**config.mk**
```make
export PLATFORM = sky130hd
export DESIGN_NAME = register_file
export DESIGN_NICKNAME = d
export VERILOG_FILES = /design/src/rtl/register_file_pkg.sv /design/src/rtl/register_file_read_port.sv /design/src/rtl/register_file.sv
export SDC_FILE = /design/constraint.sdc
export NUM_CORES = 2
export LEC_CHECK = 0
export CAP_MARGIN = 20
export CORE_MARGIN = 2
export CORE_UTILIZATION = 60
export DETAILED_ROUTE_END_ITERATION = 8
export PLACE_DENSITY = 0.78
export SYNTH_ARGS = -nofsm -noshare
export SYNTH_HDL_FRONTEND = slang
export SYNTH_SLANG_ARGS = --single-unit
```
**constraint.sdc**
```tcl
create_clock -name clockIn -period 43.3 [get_ports clockIn]
set_input_delay 6.495 -clock clockIn [delete_from_list [all_inputs] [get_ports clockIn]]
set_output_delay 6.495 -clock clockIn [all_outputs]
set_load 0.02 [all_outputs]
```
**src/rtl/register_file_pkg.sv**
```systemverilog
// Shared constants and the operand-result bundle for the architectural register file.
// Holds no logic.
// Used by register_file and register_read_port.
package register_file_pkg;

    localparam int ROB_WIDTH      = 4;
    localparam int REG_ADDR_WIDTH = 5;
    localparam int REG_COUNT      = 32;
    localparam int DATA_WIDTH     = 32;

    localparam logic [REG_ADDR_WIDTH-1:0] ZERO_REG = '0;

    // Resolved operand: either a usable value, or the ROB tag still owed.
    typedef struct packed {
        logic                  valid;
        logic [DATA_WIDTH-1:0] value;
        logic [ROB_WIDTH-1:0]  tag;
    } operand_t;

endpackage

```
**src/rtl/register_file_read_port.sv**
```systemverilog
// Resolves one source operand from storage, the same-cycle commit bypass or the ROB.
// Latency: purely combinational, zero cycles.
// Backpressure: none; an unresolved operand is reported as valid=0 with its producer tag.
module register_read_port
    import register_file_pkg::*;
(
    input  logic [REG_ADDR_WIDTH-1:0] rs,
    input  logic                      reg_busy,
    input  logic [ROB_WIDTH-1:0]      reg_tag,
    input  logic [DATA_WIDTH-1:0]     reg_value,
    input  logic                      commit_valid,
    input  logic [REG_ADDR_WIDTH-1:0] commit_dest,
    input  logic [ROB_WIDTH-1:0]      commit_rob_id,
    input  logic [DATA_WIDTH-1:0]     commit_value,
    input  logic                      rob_ready,
    input  logic [DATA_WIDTH-1:0]     rob_value,
    output logic [ROB_WIDTH-1:0]      dep,
    output operand_t                  result
);

    // Priority: x0, architectural value, commit bypass, ROB result, else wait on tag.
    always_comb begin
        dep          = reg_busy ? reg_tag : '0;
        result.valid = 1'b1;
        result.value = '0;
        result.tag   = '0;
        if (rs == ZERO_REG) begin
            result.value = '0;
        end else if (!reg_busy) begin
            result.value = reg_value;
        end else if (commit_valid && (commit_dest == rs) && (commit_rob_id == reg_tag)) begin
            result.value = commit_value;
        end else if (rob_ready) begin
            result.value = rob_value;
        end else begin
            result.valid = 1'b0;
            result.tag   = reg_tag;
        end
    end

endmodule

```
**src/rtl/register_file.sv**
```systemverilog
// Architectural register file with per-register busy bit and ROB rename tag.
// Latency: reads combinational; commit/rename/clear visible the cycle after the edge.
// Backpressure: none; every commit and rename presented is accepted in that cycle.
module register_file
    import register_file_pkg::*;
(
    input  logic                      clockIn,
    input  logic                      resetIn,
    input  logic                      clear,
    input  logic                      regUpdateValid,
    input  logic [REG_ADDR_WIDTH-1:0] regUpdateDest,
    input  logic [DATA_WIDTH-1:0]     regValue,
    input  logic [ROB_WIDTH-1:0]      regUpdateRobId,
    output logic [ROB_WIDTH-1:0]      rs1Dep,
    input  logic                      rs1Ready,
    input  logic [DATA_WIDTH-1:0]     rs1Value,
    output logic [ROB_WIDTH-1:0]      rs2Dep,
    input  logic                      rs2Ready,
    input  logic [DATA_WIDTH-1:0]     rs2Value,
    input  logic [REG_ADDR_WIDTH-1:0] iuRs1,
    input  logic [REG_ADDR_WIDTH-1:0] iuRs2,
    output logic                      iuRs1Valid,
    output logic [DATA_WIDTH-1:0]     iuRs1Value,
    output logic [ROB_WIDTH-1:0]      iuRs1Tag,
    output logic                      iuRs2Valid,
    output logic [DATA_WIDTH-1:0]     iuRs2Value,
    output logic [ROB_WIDTH-1:0]      iuRs2Tag,
    input  logic                      renameValid,
    input  logic [REG_ADDR_WIDTH-1:0] renameDest,
    input  logic [ROB_WIDTH-1:0]      renameRobId
);

    logic [DATA_WIDTH-1:0] values [REG_COUNT];
    logic [ROB_WIDTH-1:0]  tags   [REG_COUNT];
    logic [REG_COUNT-1:0]  busy;

    operand_t op1;
    operand_t op2;

    // Commit, then rename (which wins on busy/tag), then flush (which wins over both);
    // the commit value is written in every case.
    always_ff @(posedge clockIn or posedge resetIn) begin
        if (resetIn) begin
            busy <= '0;
            for (int i = 0; i < REG_COUNT; i++) begin
                values[i] <= '0;
                tags[i]   <= '0;
            end
        end else begin
            if (regUpdateValid && (regUpdateDest != ZERO_REG)) begin
                values[regUpdateDest] <= regValue;
                // Only the newest producer may release the register.
                if (busy[regUpdateDest] && (tags[regUpdateDest] == regUpdateRobId)) begin
                    busy[regUpdateDest] <= 1'b0;
                end
            end
            if (clear) begin
                busy <= '0;
                for (int i = 0; i < REG_COUNT; i++) begin
                    tags[i] <= '0;
                end
            end else if (renameValid && (renameDest != ZERO_REG)) begin
                busy[renameDest] <= 1'b1;
                tags[renameDest] <= renameRobId;
            end
        end
    end

    register_read_port u_read1 (
        .rs            (iuRs1),
        .reg_busy      (busy[iuRs1]),
        .reg_tag       (tags[iuRs1]),
        .reg_value     (values[iuRs1]),
        .commit_valid  (regUpdateValid),
        .commit_dest   (regUpdateDest),
        .commit_rob_id (regUpdateRobId),
        .commit_value  (regValue),
        .rob_ready     (rs1Ready),
        .rob_value     (rs1Value),
        .dep           (rs1Dep),
        .result        (op1)
    );

    register_read_port u_read2 (
        .rs            (iuRs2),
        .reg_busy      (busy[iuRs2]),
        .reg_tag       (tags[iuRs2]),
        .reg_value     (values[iuRs2]),
        .commit_valid  (regUpdateValid),
        .commit_dest   (regUpdateDest),
        .commit_rob_id (regUpdateRobId),
        .commit_value  (regValue),
        .rob_ready     (rs2Ready),
        .rob_value     (rs2Value),
        .dep           (rs2Dep),
        .result        (op2)
    );

    assign iuRs1Valid = op1.valid;
    assign iuRs1Value = op1.value;
    assign iuRs1Tag   = op1.tag;
    assign iuRs2Valid = op2.valid;
    assign iuRs2Value = op2.value;
    assign iuRs2Tag   = op2.tag;

endmodule

```
* After elaboration in Yosys (flattened, before gate mapping)
Cells that the tools add are included.
Word-level totals: bits in registers 1184, input bits 131, output and inout bits 82
Operators by class: $lt $le $gt $ge 12, equality and inequality tests 5, mux-type cells 63, bitwise operators 7, reductions and logical operators 16
Operators by type and width (count):
- bitwise mux 1024 bit | 1
- two-way mux 32 bit | 17
- binary-select mux 32 bit (select 5 bit) | 2
- two-way mux 128 bit | 2
- demux 32 bit (select 5 bit) | 1
- bitwise mux 128 bit | 1
- two-way mux 4 bit | 17
- binary-select mux 4 bit (select 5 bit) | 3
- bitwise AND 32 bit | 1
- inverter 32 bit | 1
- bitwise OR 32 bit | 1
- greater-or-equal comparator 6 bit (second input constant) | 4
- less-than comparator 5 x 6 -> 1 bit (second input constant) | 4
- inverter 5 -> 6 bit | 4
- demux 4 bit (select 5 bit) | 1
- binary-select mux 1 bit (select 5 bit) | 3
- two-way mux 1 bit | 13
- equality test 4 bit | 3
- less-than comparator 6 x 1 -> 1 bit (second input constant) | 2
- logical AND 1 bit | 11
- demux 1 bit (select 5 bit) | 2
- equality test 5 bit | 2
- greater-or-equal comparator 5 x 1 -> 1 bit (second input constant) | 2
- logical NOT 5 bit | 2
- other kinds (2) | 3

* Longest topological paths before layout
depth after elaboration 11, depth in mapped cells 15, depth with buffers taken out 7

* Hierarchy
Synthesis repeated with hierarchy kept, for this count alone.
Unflattened totals: cell total of the unflattened synthesis 4578, area total of the unflattened synthesis 67644.9 um2
Modules (own cells, without submodules):
- register_file | instances 1, cells each 4130, area an instance 64754.6 um2
- register_read_port | instances 2, cells each 224, area an instance 1445.1 um2

* Worst setup path after synthesis
No wires, ideal clock.
path kind input -> output, start in iuRs2[0], end out iuRs2Value[12], arrival time 9.105 ns, required time 36.805 ns, setup slack 27.700 ns, stages 11, path through buf_6 -> buf_6 -> buf_6 -> mux4_2 -> mux4_2 -> nand2_1 -> and2_1 -> buf_2 -> buf_2 -> a31oi_1 -> a211oi_1
Between the ends: word-level cells in the longest chain between the ends 9
Ends and longest elaborated chain:
- start: declaration | line register_file.sv:21 | input logic [REG_ADDR_WIDTH-1:0] iuRs2,
- inverter 5 -> 6 bit (not written as such) | line register_file.sv:87, register_file.sv:88
- binary-select mux 4 bit (select 5 bit) | line register_file.sv:87 | .reg_tag (tags[iuRs2]),
- two-way mux 4 bit (not written as such) (2 in series) | line register_file.sv:87
- equality test 4 bit | line register_file_read_port.sv:31 | end else if (commit_valid && (commit_dest == rs) && (commit_rob_id == reg_tag)) begin
- logical AND 1 bit | line register_file_read_port.sv:31
- two-way mux 32 bit | line register_file_read_port.sv:31
- two-way mux 32 bit | line register_file_read_port.sv:29 | end else if (!reg_busy) begin
- two-way mux 32 bit (*) | line register_file_read_port.sv:27 | if (rs == ZERO_REG) begin
- end: declaration | line register_file.sv:26 | output logic [DATA_WIDTH-1:0] iuRs2Value,
Every way passes the cells marked *; elsewhere a longest branch is shown, timed or not. The select of a mux whose other input is x is not followed.

* Worst setup path after layout
start in iuRs1[0], end out iuRs1Value[18]
Between the ends: word-level cells in the longest chain between the ends 9
Ends and longest elaborated chain:
- start: declaration | line register_file.sv:20 | input logic [REG_ADDR_WIDTH-1:0] iuRs1,
- inverter 5 -> 6 bit (not written as such) | line register_file.sv:72, register_file.sv:73
- binary-select mux 4 bit (select 5 bit) | line register_file.sv:72 | .reg_tag (tags[iuRs1]),
- two-way mux 4 bit (not written as such) (2 in series) | line register_file.sv:72
- equality test 4 bit | line register_file_read_port.sv:31
- logical AND 1 bit | line register_file_read_port.sv:31
- two-way mux 32 bit | line register_file_read_port.sv:31
- two-way mux 32 bit | line register_file_read_port.sv:29
- two-way mux 32 bit (*) | line register_file_read_port.sv:27
- end: declaration | line register_file.sv:23 | output logic [DATA_WIDTH-1:0] iuRs1Value,
Marks and branches as above.

==> flow_metrics.env <==
export IMPL_status="complete, no violations"
export IMPL_power_density_mw_per_mm2=42.5
export IMPL_hold_slack_ns=0.402
export IMPL_cts_repair_resized=0
export IMPL_yosysWarnings=0
export IMPL_seq_area_frac_synth_pct=43.6
export IMPL_post_route_period_util_pct=43.7
export IMPL_p_int_mw=2.26
export IMPL_grt_use_total_pct=40.0
export IMPL_whs_path_depth=0
export IMPL_hold_viol=0
export IMPL_cts_setup_buffers=0
export IMPL_drive_gt1_share_pct=37.8
export IMPL_clkPwrFrac_pct=33.8
export IMPL_cts_sinks=1184
export IMPL_slew_violations=0
export IMPL_maxCapViolations=0
export IMPL_grt_max_degree=179
export IMPL_yosysUniqueCellTypes=71
export IMPL_clock_root_buffer="clkbuf_16"
export IMPL_syn_avg_cell_area_um2=13.2
export IMPL_syn_inst=5160
export IMPL_reg2reg_slack_ns=40.09
export IMPL_die_width_um=341
export IMPL_combPwrFrac_pct=21.3
export IMPL_min_path_type="reg -> reg"
export IMPL_synth_flop_cell="dfrtp_1"
export IMPL_grt_pass1_wl_um=339000
export IMPL_wire_per_inst_um=35.2
export IMPL_fmax_mhz=52.8
export IMPL_pwr_share_seq_pct=44.9
export IMPL_tightest_slew_ns=1.43
export IMPL_io_buffers=212
export IMPL_route_vias_total=50400
export IMPL_clock_latency_ns=0.75
export IMPL_sw_frac_of_total_pct=28.8
export IMPL_grt_pass1_vias=50200
export IMPL_post_drt_via_cell_ratio=7.59
export IMPL_h_tree_depth=3
export IMPL_synth_edf_count=0
export IMPL_synth_area_mm2=0.0680
export IMPL_critical_path_max_fanout=73
export IMPL_dieHeight_um=341
export IMPL_cts_buffers=120
export IMPL_hold_start="values[1006]"
export IMPL_p_switching_mw=0.915
export IMPL_r2r_start="tags[82]"
export IMPL_setup_viol_count_final=0
export IMPL_reg2reg_depth=8
export IMPL_path_class="in -> out"
export IMPL_first_iter_violations=7605
export IMPL_finalNetCount=5165
export IMPL_path_clk_slew_ns=0.06
export IMPL_multi_input_area_mm2=0.0357
export IMPL_finalWeightedCongestion=1.04
export IMPL_cp_arrival_ns=12.43
export IMPL_async_flop_share_pct=100
export IMPL_skew_ns=0.0141
export IMPL_cts_tree="yes"
export IMPL_die_area_mm2=0.116
export IMPL_p_leak_nw=31.5
export IMPL_worst_setup_path_start_kind="input port"
export IMPL_grt_ovfl_total=0
export IMPL_final_seq_area_mm2=0.0296
export IMPL_rsz0062_at_grt="false"
export IMPL_vdd_drop_max_mv=0.0372
export IMPL_hold_end="values[1006]"
export IMPL_slew_headroom_pct=4.44
export IMPL_clk_path_buf_depth=3
export IMPL_hold_buffers=0
export IMPL_cp_required_ns=36.81
export IMPL_antenna_found_initial=13
export IMPL_dp_hpwl_um=136000
export IMPL_ys_ff_latch=1184
export IMPL_wl_um=233000
export IMPL_fp_coreArea_mm2=0.112
export IMPL_initial_core_util_pct=60.4
export IMPL_endpoint_kind="output port"
export IMPL_synthToLayoutAreaGrowth_pct=9.99
export IMPL_final_setup_tns_ns=0
export IMPL_row_count=123
export IMPL_firstDrtPassIters=6
export IMPL_pin_count=213
export IMPL_postSynthNetCount=5291
export IMPL_r2r_end="busy[31]"
export IMPL_drcViolationCount=0
export IMPL_nFillCells=7962
export IMPL_ant_nets=0
export IMPL_fin_crit_ns=18.92
## Yosys cell counts, types with 33 or more instances
cell type	instances	share of area (%)
nor2_1	137	0.76
mux2_2	1000	17
buf_2	85	0.63
nor3b_1	35	0.39
mux2i_1	393	5.8
nor3_1	46	0.34
a31oi_1	40	0.37
clkbuf_1	366	2.0
o211ai_1	38	0.42
a41o_1	33	0.49
nand2_1	285	1.6
a21oi_1	181	1.3
o21ai_0	46	0.34
a221oi_1	88	1.1
buf_4	37	0.41
a22oi_1	60	0.66
nand3_1	123	0.91
dfrtp_1	1184	44
inv_1	37	0.20
buf_1	81	0.45
mux4_2	484	16
## placed cells by master, fill, tap and decap left out, drive strengths merged, types with 13 or more instances in the layout
cell type | netlist | layout
o21ai | 46 | 46
nand2b | 13 | 13
clkdlybuf4s50 | 0 | 197
dfrtp | 1184 | 1184
inv | 37 | 43
o2111ai | 26 | 26
o311ai | 32 | 32
nor3b | 35 | 35
buf | 236 | 164
o41ai | 30 | 30
mux2 | 1000 | 1000
nand2 | 285 | 285
o211ai | 38 | 38
nand3 | 123 | 123
a221oi | 88 | 88
a22oi | 60 | 60
mux2i | 394 | 394
clkbuf | 368 | 176
clkinv | 2 | 28
a41o | 33 | 33
mux4 | 517 | 517
a41oi | 33 | 33
a211oi | 36 | 36
nor2b | 15 | 15
nor2 | 137 | 137
a31oi | 40 | 40
a21oi | 182 | 182
nor3 | 46 | 46
## cell type report
| class | count | area share [%] |
|---|---|---|
| multi-input combinational | 3327 | 47.7 |
| timing repair buffer | 362 | 4.57 |
| clock inverter | 47 | 0.686 |
| tap | 1500 | 2.51 |
| antenna | 1 | 0.00335 |
| sequential | 1184 | 39.6 |
| clock buffer | 175 | 4.68 |
| inverter | 39 | 0.209 |
## cells by family after synthesis
logic type             count (synthesis)  share of synthesized area [%]
flip-flops                          1184                           43.6
buffers and inverters                649                           4.42
multiplexers                        1911                           39.6
AO/OA/AOI/OAI                        686                           7.28
AND/OR/NAND/NOR                      712                           4.82
XOR/XNOR                              18                          0.243
## flip-flops by register name, indices dropped and copies added (netlist names)
name and count:
values 1024, tags 128, busy 32
## stage by stage
step                      std cells  worst slack [ns]  power, mW  cell area (um2)  utilization [%]
after floorplan                5160              3.45       1.90            68000                -
after global placement         6402             24.55       2.06            70500             62.7
after detailed placement       6407             24.58       2.10            70600             62.8
after CTS                      6629             24.56       3.15            74700             66.4
after global routing           6634             24.21       3.28            74800             66.4
final                          6635             24.38       3.18            74800             66.5
## worst max path at each step
| stage | start | endpoint | slack [ns] | cells past startpoint |
|---|---|---|---|---|
| after CTS | iuRs1[0] | iuRs1Value[18] | 24.56 | 9 |
| final | iuRs1[0] | iuRs1Value[18] | 24.38 | 9 |
| after global routing | iuRs1[0] | iuRs1Value[18] | 24.21 | 9 |
| after global placement | iuRs1[0] | iuRs1Value[18] | 24.55 | 9 |
| after floorplan | resetIn | busy[0] | 3.45 | 1 |
| after detailed placement | iuRs1[0] | iuRs1Value[18] | 24.58 | 9 |
## critical path, cell delays in order
cell             delay [ns]
buf_8                  0.56
buf_4                  0.90
mux4_1                 0.64
mux4_2                 0.54
a21oi_4                0.89
buf_4                  0.73
a41oi_1                0.09
a21oi_1                0.72
clkdlybuf4s50_1        0.75
## routing by layer
metal  track usage [%]  wire (um)  vias to the layer above
met2              57.5     101000                     4071
li1                  -          -                    19500
met4              22.7      15500                        8
met5             0.368        102                        -
met3              14.0      32900                     1013
met1              53.1      83500                    25800
## power by group through the flow
stage	sequential (mW)	combinational [mW]	clock, mW
floorplan	1.40	0.500	0
global placement	1.42	0.640	0
detailed placement	1.44	0.659	0
CTS	1.42	0.663	1.07
global route	1.44	0.710	1.12
finish	1.43	0.675	1.07
Note: power is estimated with default switching activity, not from simulation.
